**config.mk**
```make
export PLATFORM = sky130hd
export DESIGN_NAME = alu_issue_stage
export DESIGN_NICKNAME = d
export VERILOG_FILES = /design/src/rtl/alu_pkg.sv /design/src/rtl/alu_regfile.sv /design/src/rtl/alu_issue_stage.sv
export SDC_FILE = /design/constraint.sdc
export NUM_CORES = 2
export LEC_CHECK = 0
export CORE_ASPECT_RATIO = 0.7
export CORE_UTILIZATION = 55
export CTS_BUF_LIST = sky130_fd_sc_hd__clkbuf_8
export CTS_CLUSTER_SIZE = 14
export DETAILED_ROUTE_END_ITERATION = 8
export PLACE_DENSITY = 0.73
export SLEW_MARGIN = 20
export SYNTH_ARGS = -nofsm -noshare
export SYNTH_HDL_FRONTEND = slang
export SYNTH_SLANG_ARGS = --single-unit
```
**constraint.sdc**
```tcl
create_clock -name clk -period 94.1 [get_ports clk]
set_clock_uncertainty 0.05 [all_clocks]
set_input_delay 23.525 -clock clk [delete_from_list [all_inputs] [get_ports clk]]
set_output_delay 23.525 -clock clk [all_outputs]
set_load 0.005 [all_outputs]
```
**src/rtl/alu_pkg.sv**
```systemverilog
// alu_pkg -- shared opcode map and operand-class decode for the ALU issue path.
// Contents: opcode localparams (ADD_OP=0 .. LUI_OP=19), op_class_t enum, and
// op_class() which classifies a 5-bit opcode as reg-reg, reg-imm, lui or illegal.
package alu_pkg;

    localparam logic [4:0] ADD_OP   = 5'd0;
    localparam logic [4:0] SUB_OP   = 5'd1;
    localparam logic [4:0] AND_OP   = 5'd2;
    localparam logic [4:0] OR_OP    = 5'd3;
    localparam logic [4:0] XOR_OP   = 5'd4;
    localparam logic [4:0] SLL_OP   = 5'd5;
    localparam logic [4:0] SRL_OP   = 5'd6;
    localparam logic [4:0] SRA_OP   = 5'd7;
    localparam logic [4:0] SLT_OP   = 5'd8;
    localparam logic [4:0] SLTU_OP  = 5'd9;
    localparam logic [4:0] ADDI_OP  = 5'd10;
    localparam logic [4:0] ANDI_OP  = 5'd11;
    localparam logic [4:0] ORI_OP   = 5'd12;
    localparam logic [4:0] XORI_OP  = 5'd13;
    localparam logic [4:0] SLLI_OP  = 5'd14;
    localparam logic [4:0] SRLI_OP  = 5'd15;
    localparam logic [4:0] SRAI_OP  = 5'd16;
    localparam logic [4:0] SLTI_OP  = 5'd17;
    localparam logic [4:0] SLTIU_OP = 5'd18;
    localparam logic [4:0] LUI_OP   = 5'd19;

    typedef enum logic [1:0] {
        CLS_RR  = 2'd0,   // a = R[rs1], b = R[rs2]
        CLS_RI  = 2'd1,   // a = R[rs1], b = imm
        CLS_LUI = 2'd2,   // a = 0,      b = imm
        CLS_ILL = 2'd3    // a = 0,      b = 0
    } op_class_t;

    function automatic op_class_t op_class(input logic [4:0] op);
        if (op <= SLTU_OP)       return CLS_RR;
        else if (op <= SLTIU_OP) return CLS_RI;
        else if (op == LUI_OP)   return CLS_LUI;
        else                     return CLS_ILL;
    endfunction

endpackage

```
**src/rtl/alu_regfile.sv**
```systemverilog
// alu_regfile -- NREGS x 32 register file, x0 hardwired to zero.
// Ports: clk, rst (async, active-high, clears all entries);
//        we/waddr/wdata  synchronous write port (writes to x0 dropped);
//        raddr_a/rdata_a, raddr_b/rdata_b  combinational operand reads;
//        dbg_addr/dbg_data  combinational debug read.
module alu_regfile #(
    parameter int NREGS = 32
) (
    input  logic        clk,
    input  logic        rst,
    input  logic        we,
    input  logic [4:0]  waddr,
    input  logic [31:0] wdata,
    input  logic [4:0]  raddr_a,
    output logic [31:0] rdata_a,
    input  logic [4:0]  raddr_b,
    output logic [31:0] rdata_b,
    input  logic [4:0]  dbg_addr,
    output logic [31:0] dbg_data
);

    logic [31:0] r_mem [NREGS];

    always_ff @(posedge clk or posedge rst) begin
        if (rst) begin
            r_mem <= '{default: '0};
        end else if (we && (waddr != '0)) begin
            r_mem[waddr] <= wdata;
        end
    end

    // Entry 0 is never written, but reads are forced to zero anyway so x0
    // cannot leak a value through any port.
    assign rdata_a  = (raddr_a  == '0) ? '0 : r_mem[raddr_a];
    assign rdata_b  = (raddr_b  == '0) ? '0 : r_mem[raddr_b];
    assign dbg_data = (dbg_addr == '0) ? '0 : r_mem[dbg_addr];

endmodule

```
**src/rtl/alu_issue_stage.sv**
```systemverilog
// alu_issue_stage -- single-issue operand fetch, EX register and writeback
// for an external combinational ALU.
// Ports: clk, rst (async active-high);
//        in_valid/in_ready handshake with in_opcode/in_rd/in_rs1/in_rs2/in_imm;
//        operand_a/operand_b/opcode to the ALU, alu_result back from it;
//        wb_valid/wb_rd/wb_data retirement observation;
//        dbg_addr/dbg_data combinational register-file read.
// Build option: define ALU_FWD_EN to forward alu_result over a RAW hazard
// against the EX instruction instead of stalling one cycle.
module alu_issue_stage
    import alu_pkg::*;
#(
    parameter int NREGS = 32
) (
    input  logic        clk,
    input  logic        rst,
    input  logic        in_valid,
    output logic        in_ready,
    input  logic [4:0]  in_opcode,
    input  logic [4:0]  in_rd,
    input  logic [4:0]  in_rs1,
    input  logic [4:0]  in_rs2,
    input  logic [31:0] in_imm,
    output logic [31:0] operand_a,
    output logic [31:0] operand_b,
    output logic [4:0]  opcode,
    input  logic [31:0] alu_result,
    output logic        wb_valid,
    output logic [4:0]  wb_rd,
    output logic [31:0] wb_data,
    input  logic [4:0]  dbg_addr,
    output logic [31:0] dbg_data
);

    op_class_t   w_cls;
    logic        w_uses_rs1, w_uses_rs2;
    logic        w_haz_a, w_haz_b, w_hazard;
    logic        w_accept;
    logic [31:0] w_rs1_data, w_rs2_data;
    logic [31:0] w_src_a, w_src_b;
    logic [31:0] w_op_a, w_op_b;

    logic        r_ex_valid;
    logic [4:0]  r_ex_op;
    logic [4:0]  r_ex_rd;
    logic [31:0] r_ex_a, r_ex_b;
    logic        r_wb_valid;
    logic [4:0]  r_wb_rd;
    logic [31:0] r_wb_data;

    alu_regfile #(.NREGS(NREGS)) u_regfile (
        .clk      (clk),
        .rst      (rst),
        .we       (r_ex_valid),
        .waddr    (r_ex_rd),
        .wdata    (alu_result),
        .raddr_a  (in_rs1),
        .rdata_a  (w_rs1_data),
        .raddr_b  (in_rs2),
        .rdata_b  (w_rs2_data),
        .dbg_addr (dbg_addr),
        .dbg_data (dbg_data)
    );

    assign w_cls      = op_class(in_opcode);
    assign w_uses_rs1 = (w_cls == CLS_RR) || (w_cls == CLS_RI);
    assign w_uses_rs2 = (w_cls == CLS_RR);

    // Hazard is qualified by in_valid so idle-cycle field garbage never
    // pulls in_ready low.
    assign w_haz_a  = in_valid && r_ex_valid && (r_ex_rd != '0) && w_uses_rs1 && (r_ex_rd == in_rs1);
    assign w_haz_b  = in_valid && r_ex_valid && (r_ex_rd != '0) && w_uses_rs2 && (r_ex_rd == in_rs2);
    assign w_hazard = w_haz_a || w_haz_b;

`ifdef ALU_FWD_EN
    assign in_ready = !rst;
    assign w_src_a  = w_haz_a ? alu_result : w_rs1_data;
    assign w_src_b  = w_haz_b ? alu_result : w_rs2_data;
`else
    assign in_ready = !rst && !w_hazard;
    assign w_src_a  = w_rs1_data;
    assign w_src_b  = w_rs2_data;
`endif

    assign w_accept = in_valid && in_ready;

    always_comb begin
        w_op_a = '0;
        w_op_b = '0;
        case (w_cls)
            CLS_RR:  begin w_op_a = w_src_a; w_op_b = w_src_b; end
            CLS_RI:  begin w_op_a = w_src_a; w_op_b = in_imm;  end
            CLS_LUI: begin w_op_a = '0;      w_op_b = in_imm;  end
            default: begin w_op_a = '0;      w_op_b = '0;      end
        endcase
    end

    // EX registers are cleared on non-accept edges so the ALU-facing
    // outputs read zero whenever the stage is empty.
    always_ff @(posedge clk or posedge rst) begin
        if (rst) begin
            r_ex_valid <= 1'b0;
            r_ex_op    <= '0;
            r_ex_rd    <= '0;
            r_ex_a     <= '0;
            r_ex_b     <= '0;
        end else begin
            r_ex_valid <= w_accept;
            r_ex_op    <= w_accept ? in_opcode : '0;
            r_ex_rd    <= w_accept ? in_rd     : '0;
            r_ex_a     <= w_accept ? w_op_a    : '0;
            r_ex_b     <= w_accept ? w_op_b    : '0;
        end
    end

    always_ff @(posedge clk or posedge rst) begin
        if (rst) begin
            r_wb_valid <= 1'b0;
            r_wb_rd    <= '0;
            r_wb_data  <= '0;
        end else begin
            r_wb_valid <= r_ex_valid;
            if (r_ex_valid) begin
                r_wb_rd   <= r_ex_rd;
                r_wb_data <= alu_result;
            end
        end
    end

    assign operand_a = r_ex_a;
    assign operand_b = r_ex_b;
    assign opcode    = r_ex_op;
    assign wb_valid  = r_wb_valid;
    assign wb_rd     = r_wb_rd;
    assign wb_data   = r_wb_data;

endmodule

```
==> results.sh <==
export IMPL_finalPower_mw=1.19
export IMPL_period_needed_ns=51.24
export IMPL_fin_area_sq_mm=0.0718
export IMPL_finalHoldViolations=0
export IMPL_globalplace_congestion=0.879
export IMPL_areaGrowthSynthToFinish_pct=10.0
export IMPL_critPathTopFamily="buffers and inverters"
export IMPL_critical_path_peak_fanout=66
export IMPL_n_fill_cell=8778
export IMPL_hold_buffers=0
export IMPL_insertion_delay_ns=0.91
export IMPL_post_cts_setup_buffers=0
export IMPL_synth_distinct_cells=50
export IMPL_hold_path_class="flip-flop to flip-flop"
export IMPL_numCtsBuffers=179
export IMPL_cap_violations=0
export IMPL_ys_flop_type="dfrtp_1"
export IMPL_cts_sinks=1137
export IMPL_drv_slew=0
export IMPL_ys_async_sr_fraction_pct=100
export IMPL_start_kind="input pin"
export IMPL_relSlewSlack_pct=18.3
export IMPL_vdd_drop_max_v=0.0000128
export IMPL_vias=44700
export IMPL_io_pins=232
export IMPL_cp_slowest_stage_delay_ns=0.83
export IMPL_crit_path_end_kind="output pin"
export IMPL_tightest_slew_ns=1.22
export IMPL_post_cts_resize_count=0
export IMPL_fmax_mhz=19.5
export IMPL_drc=0
export IMPL_critPathBufInv=4
export IMPL_grt_antenna_before_repair=8
export IMPL_die_h_um=290
export IMPL_root_buffer="clkbuf_8"
export IMPL_firstDrtPassIters=6
export IMPL_synth_avg_cell_area_sq_um=15.4
export IMPL_path_class="input pin to output pin"
export IMPL_start_util_pct=55.6
export IMPL_grt_pass1_wl_um=319000
export IMPL_setup_tns_ns=0
export IMPL_die_w_um=414
export IMPL_seq_area_sq_mm=0.0285
export IMPL_synth_seq_area_share_pct=43.6
export IMPL_mappedNetlistNets=4334
export IMPL_timing_final_ws_setup_ns=42.86
export IMPL_avgViaCountPerCell=7.52
export IMPL_place_area_sq_mm=0.0682
export IMPL_rsz0062_at_grt="no"
export IMPL_ys_ff_latch=1137
export IMPL_cts_tree="built"
export IMPL_cts_htree_levels=4
export IMPL_synth_edf_count=0
export IMPL_p_per_area_mw_per_mm2=16.6
export IMPL_setup_viol=0
export IMPL_crit_required_ns=70.53
export IMPL_wl_um=219000
export IMPL_multi_input_area_sq_mm=0.0347
export IMPL_clockBufferDepth=3
export IMPL_r2r_setup_slack_ns=90.11
export IMPL_grt_usage_pct=37.0
export IMPL_die_area_sq_mm=0.120
export IMPL_nNetsFinal=4339
export IMPL_core_sq_mm=0.117
export IMPL_fin_crit_sh_pct=54.5
export IMPL_power_leakage_nw=29.9
export IMPL_synth_area_sq_mm=0.0653
export IMPL_preCtsSetupSlack_ns=42.80
export IMPL_dp_hpwl_um=123000
export IMPL_utilization_pct=61.2
export IMPL_grt_max_degree=178
export IMPL_drtIter0Drc=6712
export IMPL_drtAntennaViolNets=0
export IMPL_grt_pass1_vias=43800
export IMPL_clk_pin_slew_ns=0.06
export IMPL_outcome="complete, no violations"
export IMPL_drive_gt1_share_pct=52.0
export IMPL_worstPathArrival_ns=27.67
export IMPL_overflow=0
export IMPL_syn_inst=4240
export IMPL_cpMaxStageDelayCell="buf_4"
export IMPL_io_buffers=231
export IMPL_worstPathCellList="buf_8, buf_4, buf_4, mux4_2, mux4_2, a21o_1, clkdlybuf4s50_1"
export IMPL_wl_per_cell_um=36.9
export IMPL_num_rows=105
export IMPL_yosysWarnings=0
state kept, by name (all words and copies together) (netlist names):
register,cells
wb_data,32
operand_a,32
u_regfile.r_mem,1024
wb_rd,5
r_ex_valid,1
wb_valid,1
operand_b,32
opcode,5
r_ex_rd,5
logic make-up after synthesis:
kind of cell	count (synthesis)	share of synthesized area [%]
buffers and inverters	523	3.75
and+or+nand+nor	250	2.01
xor gates and xnor gates	10	0.134
adders and majority gates	2	0.0383
DFF	1137	43.6
AOI/OAI and AO/OA	362	3.73
muxes	1956	46.8
layer usage:
layer,vias to the layer above,global-route usage [%],part of all wire (%)
met4,5,16.3,4.5
met2,3460,50.4,43
li1,16900,-,-
met1,23700,52.9,38
met3,621,14.3,14
met5,-,0.882,0.066
cell usage after synthesis, types with 31 or more instances:
library cell	number	area, sq um
o21ai_0	32	160
mux2i_1	127	1270
and3_1	32	200
buf_1	54	203
a22oi_1	63	473
a21o_1	32	240
nand2_1	86	323
buf_2	164	821
clkbuf_1	241	905
or4_1	32	240
a31oi_1	32	200
mux4_2	769	17300
nor2_1	34	128
a221oi_1	31	272
dfrtp_1	1137	28500
o22ai_1	160	1000
nor3_1	33	165
mux2_2	1058	11900
power breakdown:
group          total [mW]  switching, mW  internal [mW]
clock network       0.435          0.211          0.225
logic               0.199         0.0887          0.111
registers           0.560         0.0356          0.524
placed cells by master, fill, tap and decap left out, types with 33 or more instances in the layout:
master           netlist  final
dfrtp_1             1137   1136
mux2_2              1058   1058
mux4_2               769    769
clkbuf_8               0    229
clkdlybuf4s50_1        0    196
o22ai_1              160    160
mux2i_1              127    127
buf_4                 21     92
inv_1                 16     72
nand2_1               86     69
a22oi_1               63     63
nor3_1                33     33
worst paths after layout:
path,start,to,depth (start not counted)
max in group asynchronous,rst,u_regfile.r_mem[763],5
hold reg to reg,u_regfile.r_mem[994],u_regfile.r_mem[994],0
hold / removal,u_regfile.r_mem[994],u_regfile.r_mem[994],0
setup reg to reg,r_ex_valid,u_regfile.r_mem[343],5
setup / recovery,dbg_addr[0],dbg_data[7],7
min in group asynchronous,rst,u_regfile.r_mem[293],2
layout make-up:
type                       instances  area share [%]
antenna                            5          0.0174
clock buffer                     227            4.35
clock inverter                    93           0.707
inverter                          16          0.0941
multi-input combinational       2580            48.2
sequential                      1137            39.6
tap                             1551            2.70
timing repair buffer             331            4.28
stage by stage:
step | hold slack, ns | cells
floorplan | 0.302 | 4240
global placement | 0.346 | 5612
detailed placement | 0.352 | 5613
CTS | 0.367 | 5933
global route | 0.383 | 5937
finish | 0.368 | 5940
worst reg2reg max path: stages (launching register included):
cell and delay (ns):
dfrtp_4 1.05, nand2_1 0.24, or2_2 0.45, nor2_4 0.97, buf_4 0.66, mux2_2 0.43
Power figures use the tool's default switching activity.
